--- src/rtl/scedma_seg_copy.sv ---
`default_nettype none
// +----------------------------------------------------------------------------+
// | scedma_seg_copy                                                            |
// | Segment-to-segment copy channel: wrapping read/write pointers, credit-     |
// | limited in-order read-data buffer.                                         |
// | Revision: 1.0                                                              |
// +----------------------------------------------------------------------------+
module scedma_seg_copy #(
  parameter int AW        = 12,
  parameter int DW        = 32,
  parameter int TRANSCNTW = 30,
  parameter int BUFDEPTH  = 4
) (
  input  logic                 clk,
  input  logic                 resetn,
  input  logic                 start,
  input  logic [AW-1:0]        rp_segaddr,
  input  logic [AW-1:0]        rp_segsize,
  input  logic [AW-1:0]        rp_ptr_start,
  input  logic [AW-1:0]        wp_segaddr,
  input  logic [AW-1:0]        wp_segsize,
  input  logic [AW-1:0]        wp_ptr_start,
  input  logic [TRANSCNTW-1:0] transsize,
  output logic                 busy,
  output logic                 done,
  output logic                 err,
  output logic [AW-1:0]        rd_segaddr,
  output logic [AW-1:0]        rd_segptr,
  output logic                 rd_req,
  input  logic                 rd_ready,
  input  logic [DW-1:0]        rd_rdat,
  input  logic                 rd_rdatvld,
  output logic [AW-1:0]        wr_segaddr,
  output logic [AW-1:0]        wr_segptr,
  output logic                 wr_req,
  output logic [DW-1:0]        wr_wdat,
  input  logic                 wr_ready
);

  localparam int PW = $clog2(BUFDEPTH);
  localparam int CW = PW + 1;
  localparam logic [CW:0] c_depth = (CW+1)'(BUFDEPTH);

  localparam logic [1:0] c_idle = 2'd0;
  localparam logic [1:0] c_run  = 2'd1;
  localparam logic [1:0] c_done = 2'd2;

  logic [1:0]           state_q, state_d;
  logic [AW-1:0]        rseg_q, rseg_d, rsize_q, rsize_d, rptr_q, rptr_d;
  logic [AW-1:0]        wseg_q, wseg_d, wsize_q, wsize_d, wptr_q, wptr_d;
  logic [TRANSCNTW-1:0] rcnt_q, rcnt_d, wcnt_q, wcnt_d;
  logic [CW-1:0]        outst_q, outst_d, occ_q, occ_d;
  logic [PW-1:0]        head_q, head_d, tail_q, tail_d;
  logic                 err_q, err_d;
  logic [DW-1:0]        mem_q [BUFDEPTH];

  logic          w_accept, w_cfg_bad, w_zero_len;
  logic          w_rd_acc, w_wr_acc, w_push;
  logic [CW:0]   w_used;
  logic [AW-1:0] w_rptr_nxt, w_wptr_nxt;

  assign w_accept   = (state_q == c_idle) && start;
  assign w_zero_len = (transsize == '0);
  assign w_cfg_bad  = (rp_segsize == '0) || (wp_segsize == '0) ||
                      (rp_ptr_start >= rp_segsize) || (wp_ptr_start >= wp_segsize);

  assign w_rd_acc = rd_req && rd_ready;
  assign w_wr_acc = wr_req && wr_ready;
  // A return with nothing outstanding is a stale response from before a reset.
  assign w_push   = rd_rdatvld && (outst_q != '0);
  assign w_used   = {1'b0, outst_q} + {1'b0, occ_q};

  assign w_rptr_nxt = (rptr_q == rsize_q - AW'(1)) ? '0 : rptr_q + AW'(1);
  assign w_wptr_nxt = (wptr_q == wsize_q - AW'(1)) ? '0 : wptr_q + AW'(1);

  always_ff @(posedge clk or negedge resetn) begin
    if (!resetn) state_q <= c_idle;
    else         state_q <= state_d;
  end

  always_comb begin
    state_d = state_q;
    case (state_q)
      c_idle:  if (start) state_d = (w_cfg_bad || w_zero_len) ? c_done : c_run;
      c_run:   if (w_wr_acc && (wcnt_q == TRANSCNTW'(1))) state_d = c_done;
      c_done:  state_d = c_idle;
      default: state_d = c_idle;
    endcase
  end

  always_comb begin
    busy   = 1'b0;
    done   = 1'b0;
    rd_req = 1'b0;
    wr_req = 1'b0;
    case (state_q)
      c_run: begin
        busy   = 1'b1;
        rd_req = (rcnt_q != '0) && (w_used < c_depth);
        wr_req = (occ_q != '0);
      end
      c_done:  done = 1'b1;
      default: ;
    endcase
  end

  always_comb begin
    rseg_d  = rseg_q;
    rsize_d = rsize_q;
    rptr_d  = rptr_q;
    wseg_d  = wseg_q;
    wsize_d = wsize_q;
    wptr_d  = wptr_q;
    rcnt_d  = rcnt_q;
    wcnt_d  = wcnt_q;
    head_d  = head_q;
    tail_d  = tail_q;
    err_d   = err_q;
    outst_d = outst_q + CW'(w_rd_acc) - CW'(w_push);
    occ_d   = occ_q + CW'(w_push) - CW'(w_wr_acc);
    if (w_accept) begin
      rseg_d  = rp_segaddr;
      rsize_d = rp_segsize;
      rptr_d  = rp_ptr_start;
      wseg_d  = wp_segaddr;
      wsize_d = wp_segsize;
      wptr_d  = wp_ptr_start;
      rcnt_d  = transsize;
      wcnt_d  = transsize;
      err_d   = w_cfg_bad;
    end else begin
      if (w_rd_acc) begin
        rcnt_d = rcnt_q - TRANSCNTW'(1);
        rptr_d = w_rptr_nxt;
      end
      if (w_wr_acc) begin
        wcnt_d = wcnt_q - TRANSCNTW'(1);
        wptr_d = w_wptr_nxt;
        head_d = head_q + PW'(1);
      end
      if (w_push) tail_d = tail_q + PW'(1);
    end
  end

  always_ff @(posedge clk or negedge resetn) begin
    if (!resetn) begin
      rseg_q  <= '0;
      rsize_q <= '0;
      rptr_q  <= '0;
      wseg_q  <= '0;
      wsize_q <= '0;
      wptr_q  <= '0;
      rcnt_q  <= '0;
      wcnt_q  <= '0;
      outst_q <= '0;
      occ_q   <= '0;
      head_q  <= '0;
      tail_q  <= '0;
      err_q   <= 1'b0;
    end else begin
      rseg_q  <= rseg_d;
      rsize_q <= rsize_d;
      rptr_q  <= rptr_d;
      wseg_q  <= wseg_d;
      wsize_q <= wsize_d;
      wptr_q  <= wptr_d;
      rcnt_q  <= rcnt_d;
      wcnt_q  <= wcnt_d;
      outst_q <= outst_d;
      occ_q   <= occ_d;
      head_q  <= head_d;
      tail_q  <= tail_d;
      err_q   <= err_d;
    end
  end

  always_ff @(posedge clk) begin
    if (w_push) mem_q[tail_q] <= rd_rdat;
  end

  assign err        = err_q;
  assign rd_segaddr = rseg_q;
  assign rd_segptr  = rptr_q;
  assign wr_segaddr = wseg_q;
  assign wr_segptr  = wptr_q;
  assign wr_wdat    = wr_req ? mem_q[head_q] : '0;

endmodule
`default_nettype wire

--- config.mk ---
export PLATFORM = sky130hd
export DESIGN_NAME = scedma_seg_copy
export DESIGN_NICKNAME = d
export VERILOG_FILES = /design/src/rtl/scedma_seg_copy.sv
export SDC_FILE = /design/constraint.sdc
export NUM_CORES = 1
export LEC_CHECK = 0
export ABC_AREA = 1
export ABC_CLOCK_PERIOD_IN_PS = 6300
export CORE_AREA = 2 2 136 191
export CTS_CLUSTER_DIAMETER = 100
export DETAILED_ROUTE_END_ITERATION = 16
export DIE_AREA = 0 0 138 193
export GPL_ROUTABILITY_DRIVEN = 1
export HOLD_SLACK_MARGIN = 0.03
export PLACE_DENSITY = 0.85
export SYNTH_ARGS = -nofsm -noshare
export SYNTH_HDL_FRONTEND = slang
export SYNTH_SLANG_ARGS = --single-unit
--- constraint.sdc ---
create_clock -name clk -period 6.3 [get_ports clk]
set_clock_uncertainty 0.15 [all_clocks]
set_input_delay 1.26 -clock clk [delete_from_list [all_inputs] [get_ports clk]]
set_output_delay 1.26 -clock clk [all_outputs]
set_load 0.02 [all_outputs]
==> reports/results.tsv, run 1 <==
metric	value	unit
status	complete, no violations	
wl	37300	um
via_per_inst	5.57	
io_pins	225	
slew_headroom	20.6	%
num_antenna_cells	0	
cts_sinks	273	
post-route-drc-count	0	
die_y	193	um
grt_use_met1	31.8	%
cellLeakagePower	0.00769	uW
global_route.usage.met2	51.4	%
hp-class	reg2reg	
period_share	68.5	%
worst_pin_slew	1.19	ns
rsz0062_at_grt	no	
antenna_found_initial	0	
final_nets	2089	
num-fill-cells	1939	
avgSynthCellArea	8.49	um2
drv_cap	0	
cp_slowest_cell	clkdlybuf4s50_1	
post_cts_resized	0	
gp_congestion	0.916	
post-cts-setup-buffers	0	
timing.final.max_slew_violations	0	
end_kind	output pin	
cts_buffer_depth	3	
clk_pin_slew	0.07	ns
cp.required	4.89	ns
start_kind	flop	
p_per_area	476	mW/mm2
fin_tns_setup	0	ns
synth_cell_types	44	
hold_viol_final	0	
clock-root-buffer	clkbuf_16	
met3_usage	4.03	%
reg2reg_from	rcnt_q[0]	
grt_max_degree	88	
syn_nets	1884	
synthArstFlopShare	53.1	%
crit_type	reg2out	
cp_common_cell	nor3_1	
cts_tree	yes	
dpl.hpwl	26800	um
drive_above_1_share	4.62	%
whs	0.332	ns
cp_data_arrival_time	2.91	ns
postRouteAntennaNets	0	
setup_violations	0	
path_delay_family	buffers and inverters	
hold_buffers	0	
io_buffers	224	
cts_buffers	25	
first_global_vias	12400	
crit_buf_inv	2	
synthesis.area	0.0144	mm2
synth_cells	1701	
drtIter0Drc	829	
coreArea	0.0250	mm2
path_max_fanout	32	
grt_usage	27.7	%
top_usage_layer	met2	
fmax	232	MHz
via_count	12500	
clock_latency	0.52	ns
ys_seq_area_share	51.7	%
die_w	138	um
fin_crit	4.32	ns
first_pass_iters	5	
crit_path_max_incr_delay	0.64	ns
ys_seq_elements	273	
die_area	0.0266	mm2
synth_edf_count	128	
yosysWarnings	0	
worstPathCellList	nor3_1, nor3_1, inv_1, a21oi_1, clkdlybuf4s50_1	
gr-total-overflow	0	
syn_to_final_growth	23.2	%
row_count	69	
layout_setup_ws	1.98	ns
hp-start	rd_segaddr[10]	
peakVddDrop	347	uV
initial_core_util	57.7	%
routedWlPerCell	16.6	um
grt_pass1_wl	60100	um
ys.flop_type	dfrtp_1	
cp-startpoint	occ_q[1]	
htree_levels	1	
dp_worst_setup_slack	2.42	ns
-- metal layers --
layer	wire length (um)	vias up
met5	0	-
met1	14100	5930
li1	-	5992
met4	1590	0
met3	2260	101
met2	19300	479
-- worst register-to-register path, stage by stage, from the launching register on --
cell     delay (ns)
dfrtp_1        0.40
inv_1          0.10
ha_1           0.25
nand2_2        0.13
nor2_2         0.22
nand4_2        0.18
o21ai_2        0.20
inv_2          0.09
nand2_4        0.14
ha_1           0.25
inv_1          0.06
ha_1           0.14
inv_1          0.05
fa_1           0.38
xnor2_1        0.14
-- flip-flops by register name (all words and copies together) (netlist names), 3 cells and up --
signal      flops
wcnt_q         30
outst_q         3
rcnt_q         30
wr_segptr      12
mem_q         128
rd_segptr      12
rsize_q        12
wsize_q        12
wr_segaddr     12
rd_segaddr     12
occ_q           3
-- synthesized netlist by cell type (10+ instances only) --
cell type	instances	area share, %
a21oi_1	52	1.8
buf_2	10	0.35
clkbuf_1	42	1.1
dfrtp_1	145	25
edfxtp_1	128	27
ha_1	41	3.6
inv_1	159	4.1
nand2_1	412	11
nand3_1	117	4.1
nand4_1	17	0.74
nor2_1	245	6.4
nor3_1	23	0.80
nor4_1	19	0.82
o21ai_0	124	4.3
xnor2_1	25	1.5
xor2_1	58	3.5
-- power breakdown --
group / total (uW) / internal (uW) / leakage [uW] / switching (uW)
sequential: 3060 / 2500 / 0.00295 / 551
clock: 1560 / 918 / 0.000408 / 643
combinational: 3850 / 1490 / 0.00433 / 2350
-- cell usage in the layout, fill, tap and decap left out, types with 4 or more instances in the layout --
cell,Yosys,final
bufinv_16,0,4
ha_1,41,41
nor4_1,19,19
nand3b_1,7,7
xnor2_1,25,25
or2_2,7,7
nand4_1,17,17
dfrtp_1,145,144
clkinv_1,1,5
nor3b_1,4,4
nor2_1,245,240
nor2_2,9,14
inv_1,159,159
o21ai_1,4,4
buf_4,1,14
nand2_1,412,411
a21oi_1,52,52
xor2_1,58,58
o221ai_1,8,8
nor3_1,23,23
nand3_1,117,117
o211ai_1,8,8
clkdlybuf4s50_1,0,223
clkbuf_16,0,25
nand2_2,5,6
o21ai_0,124,124
clkbuf_1,42,4
edfxtp_1,128,128
-- logic make-up (layout without fill, tap and decap cells) --
family | after synthesis | count (layout) | synth area share [%]
adder cells (fa/ha/maj) | 43 | 43 | 3.83
flip-flops | 273 | 273 | 51.7
AND/OR/NAND/NOR | 870 | 870 | 25.4
XOR/XNOR | 85 | 85 | 5.34
AO/OA/AOI/OAI | 207 | 207 | 7.69
buffers and inverters | 223 | 447 | 6.07
-- metrics by stage --
stage,cell area (um2),total power [uW],util (%),instances
2_1_floorplan,14400,5540,-,1701
3_3_place_gp,16900,6760,67.7,2198
3_5_place_dp,16900,6880,67.7,2198
4_1_cts,17800,8470,71.1,2244
5_1_grt,17800,9050,71.1,2244
6_report,17800,8460,71.1,2244
-- area by class of cell --
class	instances	area [um2]	share of cell area, %
Clock inverter	15	181	1.02
Clock buffer	31	668	3.75
Tap cell	319	399	2.24
Timing Repair Buffer	238	2350	13.2
Sequential cell	273	7470	42.0
Inverter	163	613	3.44
Multi-Input combinational cell	1205	6110	34.4
-- final timing paths --
path	to	slack, ns	depth (start not counted)
worst max register to register	outst_q[2]	3.33	14
worst max-delay path	wr_wdat[1]	1.98	5
min in group asynchronous	wcnt_q[18]	0.64	1
max in group asynchronous	wr_segaddr[0]	4.01	2
worst min register to register	rd_segaddr[10]	0.33	2
worst min-delay path	rd_segaddr[10]	0.33	2
No activity file was read; power rests on OpenSTA's default activity.
==> inputs of run 2 (changes only) <==
Settings changed: ABC_CLOCK_PERIOD_IN_PS 6300 to 4400, CORE_AREA 2 2 136 191 to 2 2 140 197, DIE_AREA 0 0 138 193 to 0 0 142 199, PLACE_DENSITY 0.85 to 0.81.
Clock period 6.3 ns to 4.4 ns, I/O delays scaled along.
==> run 2 against run 1 <==
Worst setup slack got worse by 1.6 ns. Clock power increased by 46%. Via count decreased by 0.69%. First-iteration DRC count decreased by 17%. Sequential power increased by 43%. Routed wire length increased by 1.3%. Cell count increased by 0.71%. Clock-buffer cell count increased by 4. Flip-flop and latch count unchanged. Largest power group unchanged. Highest routed layer unchanged.
==> reports/results.tsv, run 2 (synthesis gave the netlist of run 1 again) <==
metric	value	unit	change
final_nets	2094		+0.24%
clock_latency	0.56	ns	+0.04 ns
grt_max_degree	96		+9.1%
worst_pin_slew	1.16	ns	-0.0245 ns
peakVddDrop	387	uV	+12%
end_kind	output pin		
status	complete, no violations		
syn_to_final_growth	23.7	%	
clk_pin_slew	0.06	ns	about the same
fin_crit	4.05	ns	
io_pins	225		unchanged
die_y	199	um	+3.1%
via_per_inst	5.49		-1.4%
setup_violations	0		unchanged
drv_cap	0		unchanged
cp_data_arrival_time	3.02	ns	+0.11 ns
period_share	92.1	%	
start_kind	flop		
largest-register	mem_q		
first_global_vias	12200		-0.99%
die_w	142	um	+2.9%
p_per_area	680	mW/mm2	+43%
cts_sinks	273		unchanged
post-cts-setup-buffers	0		unchanged
gp_congestion	0.933		+1.8%
drtIter0Drc	684		-17%
post_cts_resized	0		unchanged
hp-class	in2async		
crit_type	reg2out		
final_common_cell	nand2_1		
post-route-drc-count	0		unchanged
antenna_found_initial	0		unchanged
gr-total-overflow	0		unchanged
htree_levels	1		unchanged
cp.required	3.37	ns	-1.52 ns
p_total	12200	uW	+44%
largest_reg_flops	128		unchanged
hold_buffers	0		unchanged
num_antenna_cells	0		unchanged
drive_above_1_share	5.02	%	+0.40 points
io_buffers	224		unchanged
die_area	0.0283	mm2	+6.1%
cts_buffers	27		+8.0%
grt_pass1_wl	60700	um	+1.1%
fin_tns_setup	0	ns	unchanged
cts_buffer_depth	3		unchanged
top_regs	mem_q x128, rcnt_q x30, wcnt_q x30		
postRouteAntennaNets	0		unchanged
timing.final.max_slew_violations	0		unchanged
slew_headroom	22.3	%	+1.6 points
cellLeakagePower	0.00772	uW	+0.29%
clock-root-buffer	clkbuf_16		
grt_usage	27.0	%	-0.68 points
whs	0.269	ns	-0.0625 ns
row_count	71		+2.9%
wl	37800	um	+1.3%
fin_util	67.3	%	-3.8 points
first_pass_iters	5		unchanged
initial_core_util	54.4	%	-3.3 points
dpl.hpwl	27100	um	+1.1%
fmax	247	MHz	
rsz0062_at_grt	no		
routedWlPerCell	16.7	um	+0.63%
via_count	12400		-0.69%
cts_tree	yes		
path_max_fanout	32		unchanged
coreArea	0.0266	mm2	+6.1%
hold_viol_final	0		unchanged
final_cell_mix	nand2_1, nor2_1, clkdlybuf4s50_1, inv_1, dfrtp_1		
run 2: cell types whose count changed in the layout (fill, tap and decap cells not counted), sizes merged:
cell	before	now
clkbuf	31	35
clkinvlp	2	6
buf	15	18
bufinv	4	2
clkinv	9	7
run 2: cell type report:
type | instances | area (um2)
clock buffers | 35 | 726
flip-flops and latches | 273 | 7470
repair buffers | 241 | 2400
inverters | 163 | 613
clock inverters | 15 | 141
multi-input cells | 1205 | 6110
well taps | 328 | 410
fillers | 2108 | 8690
run 2: critical path, cell delays in order (launching register included):
cell and delay (ns):
dfrtp_1 0.44, nor3_1 0.08, nor3_1 0.35, inv_1 0.61, a21oi_1 0.36, clkdlybuf4s50_1 0.65
run 2: where the power goes:
part / total [uW] / switching (uW) / internal [uW]
combinational: 5500 / 3340 / 2160
sequential: 4370 / 785 / 3590
clock: 2280 / 990 / 1290
run 2: per-layer routing:
layer / global-route usage [%] / vias up / share of wire [%]
met2: 48.6 / 477 / 50
met5: 0 / - / 0
met4: 12.4 / 0 / 4.8
met3: 4.26 / 107 / 6.3
met1: 31.4 / 5832 / 38
li1: - / 6000 / -
run 2: through the flow:
| stage | instance area [um2] | setup slack (ns) | std cells |
|---|---|---|---|
| finish | 17900 | 0.346 | 2260 |
| global route | 17900 | 0.170 | 2260 |
| CTS | 17900 | 0.387 | 2260 |
| detailed placement | 17000 | 0.963 | 2210 |
| global placement | 17000 | 1.09 | 2210 |
| floorplan | 14400 | 1.44 | 1701 |
run 2: worst paths after layout:
| kind | start | end | slack (ns) | depth (start not counted) |
|---|---|---|---|---|
| worst max-delay path | occ_q[1] | wr_wdat[26] | 0.35 | 5 |
| worst min-delay path | resetn | wcnt_q[17] | 0.27 | 1 |
| worst max register to register | rcnt_q[0] | outst_q[2] | 1.55 | 14 |
| worst min register to register | rd_segaddr[7] | rd_segaddr[7] | 0.33 | 2 |
| max in group asynchronous | resetn | wsize_q[5] | 3.02 | 2 |
| min in group clk | rd_segaddr[7] | rd_segaddr[7] | 0.33 | 2 |
==> inputs of run 3 (changes only) <==
Settings changed: CTS_CLUSTER_SIZE set to 16.
==> run 3 against run 2 <==
Combinational power is essentially flat. Utilization down 1.0 points. Clock power fell by 22%. Flip-flop and latch count unchanged. Sequential share of layout area grew 0.65 points. Critical path type unchanged.
==> reports/results.tsv, run 3 (synthesis gave the netlist of run 1 again) <==
metric	value	unit	change
status	complete, no violations		
timing.final.max_slew_violations	0		unchanged
cts_buffers	21		-22%
post-route-drc-count	0		unchanged
num_antenna_cells	0		unchanged
grt_max_degree	96		unchanged
start_kind	flop		
reg2reg_from	rcnt_q[0]		
wl	37500	um	-0.84%
netSwitchingPower	5010	uW	-2.1%
routedWlPerCell	16.7	um	-0.13%
coreArea	0.0266	mm2	unchanged
fin_util	66.3	%	-1.0 points
grt_usage	26.7	%	-0.29 points
hold_buffers	0		unchanged
grt_pass1_wl	60200	um	-0.85%
first_pass_iters	6		+1
cp_data_arrival_time	3.00	ns	-0.02 ns
drive_above_1_share	4.07	%	-0.95 points
cp.required	3.37	ns	about the same
pwr-share-comb	47.2	%	+1.9 points
reg2reg_depth	14		unchanged
r2r_slack	1.57	ns	+0.02 ns
io_pins	225		unchanged
largest_reg_flops	128		unchanged
path_max_fanout	32		unchanged
placed_cells	2210		unchanged
gr-total-overflow	0		unchanged
top_regs	mem_q x128, rcnt_q x30, wcnt_q x30		
fmax	248	MHz	+0.48%
swShare	43.0	%	+0.88 points
cts_buffer_depth	3		unchanged
fin_tns_setup	0	ns	unchanged
cts_tree	yes		
post-cts-setup-buffers	0		unchanged
final_cell_mix	nand2_1, nor2_1, clkdlybuf4s50_1, inv_1, dfrtp_1		
worst_pin_slew	1.18	ns	+0.0112 ns
syn_to_final_growth	21.8	%	
via_count	12300		-0.70%
first_global_vias	12100		-1.1%
clock-root-buffer	clkbuf_16		
clock_latency	0.52	ns	-0.04 ns
fin_crit	4.03	ns	-0.0192 ns
internal-power	6640	uW	-5.6%
peakVddDrop	365	uV	-5.7%
antenna_found_initial	0		unchanged
slew_headroom	21.5	%	-0.75 points
crit_type	reg2out		
die_area	0.0283	mm2	unchanged
via_per_inst	5.49		about the same
final_nets	2088		-0.29%
clk_pin_slew	0.07	ns	about the same
cellLeakagePower	0.00759	uW	-1.6%
finalNonFillerCells	2244		-0.71%
cts_sinks	273		unchanged
seqPwrFrac	37.5	%	+1.5 points
dpl.hpwl	27100	um	unchanged
rsz0062_at_grt	no		
die_w	142	um	unchanged
gp_congestion	0.933		unchanged
post_cts_resized	0		unchanged
initial_core_util	54.4	%	unchanged
drtIter0Drc	666		-2.6%
row_count	71		unchanged
period_share	91.7	%	-0.44 points
final_common_cell	nand2_1		
p_per_area	662	mW/mm2	-2.6%
end_kind	output pin		
hold_viol_final	0		unchanged
postRouteAntennaNets	0		unchanged
num-fill-cells	2153		+2.1%
setup_violations	0		unchanged
htree_levels	1		unchanged
p_clk_share	15.3	%	-3.4 points
io_buffers	224		unchanged
reg2reg_to	outst_q[2]		
largest-register	mem_q		
drv_cap	0		unchanged
hp-class	in2async		
die_y	199	um	unchanged
-- run 3: cell count changes in the layout (fill, tap and decap cells not counted), sizes merged --
cell / previous run / this run
bufinv: 2 / 0
clkbuf: 35 / 32
clkinv: 7 / 1
clkinvlp: 6 / 0
inv: 163 / 164
-- run 3: cell type report --
class / count / area [um2] / area share, %
clock buffers: 32 / 567 / 3.22
inverters: 163 / 613 / 3.48
clock inverters: 2 / 25.0 / 0.142
multi-input cells: 1205 / 6110 / 34.7
flip-flops and latches: 273 / 7470 / 42.5
repair buffers: 241 / 2400 / 13.6
well taps: 328 / 410 / 2.33
-- run 3: how the worst max path moves through the flow --
| stage | to | from | slack, ns |
|---|---|---|---|
| global placement | wr_wdat[28] | occ_q[1] | 1.09 |
| detailed placement | wr_wdat[26] | occ_q[1] | 0.96 |
| finish | wr_wdat[26] | occ_q[1] | 0.37 |
| CTS | wr_wdat[26] | occ_q[1] | 0.42 |
| global route | wr_wdat[27] | occ_q[1] | 0.20 |
| floorplan | mem_q[0][0] | rd_rdatvld | 1.44 |
-- run 3: per-layer routing --
layer / part of all wire (%) / vias to the layer above / track usage [%]
met5: 0 / - / 0
met4: 4.6 / 0 / 11.7
met3: 5.6 / 99 / 3.90
met2: 51 / 426 / 48.5
met1: 39 / 5829 / 31.1
li1: - / 5975 / -
-- run 3: power groups by stage --
stage          registers [uW]  clock network (uW)  logic (uW)
6_report                 4370                1780        5500
5_1_grt                  4470                1900        6190
4_1_cts                  4350                1810        5520
3_5_place_dp             4390                   0        5490
3_3_place_gp             4360                   0        5350
2_1_floorplan            4440                   0        3490
-- run 3: critical path: stages (launching register included) --
cell             delay (ns)
dfrtp_1                0.44
nor3_1                 0.08
nor3_1                 0.34
inv_1                  0.62
a21oi_1                0.37
clkdlybuf4s50_1        0.65
-- run 3: metrics by stage --
| stage | cell area [um2] | power, uW | setup WS (ns) | hold slack, ns |
|---|---|---|---|---|
| after floorplan | 14400 | 7930 | 1.44 | 0.302 |
| after global placement | 17000 | 9720 | 1.09 | 0.312 |
| after detailed placement | 17000 | 9880 | 0.963 | 0.314 |
| after CTS | 17600 | 11700 | 0.424 | 0.334 |
| after global routing | 17600 | 12600 | 0.204 | 0.357 |
| final | 17600 | 11700 | 0.365 | 0.310 |
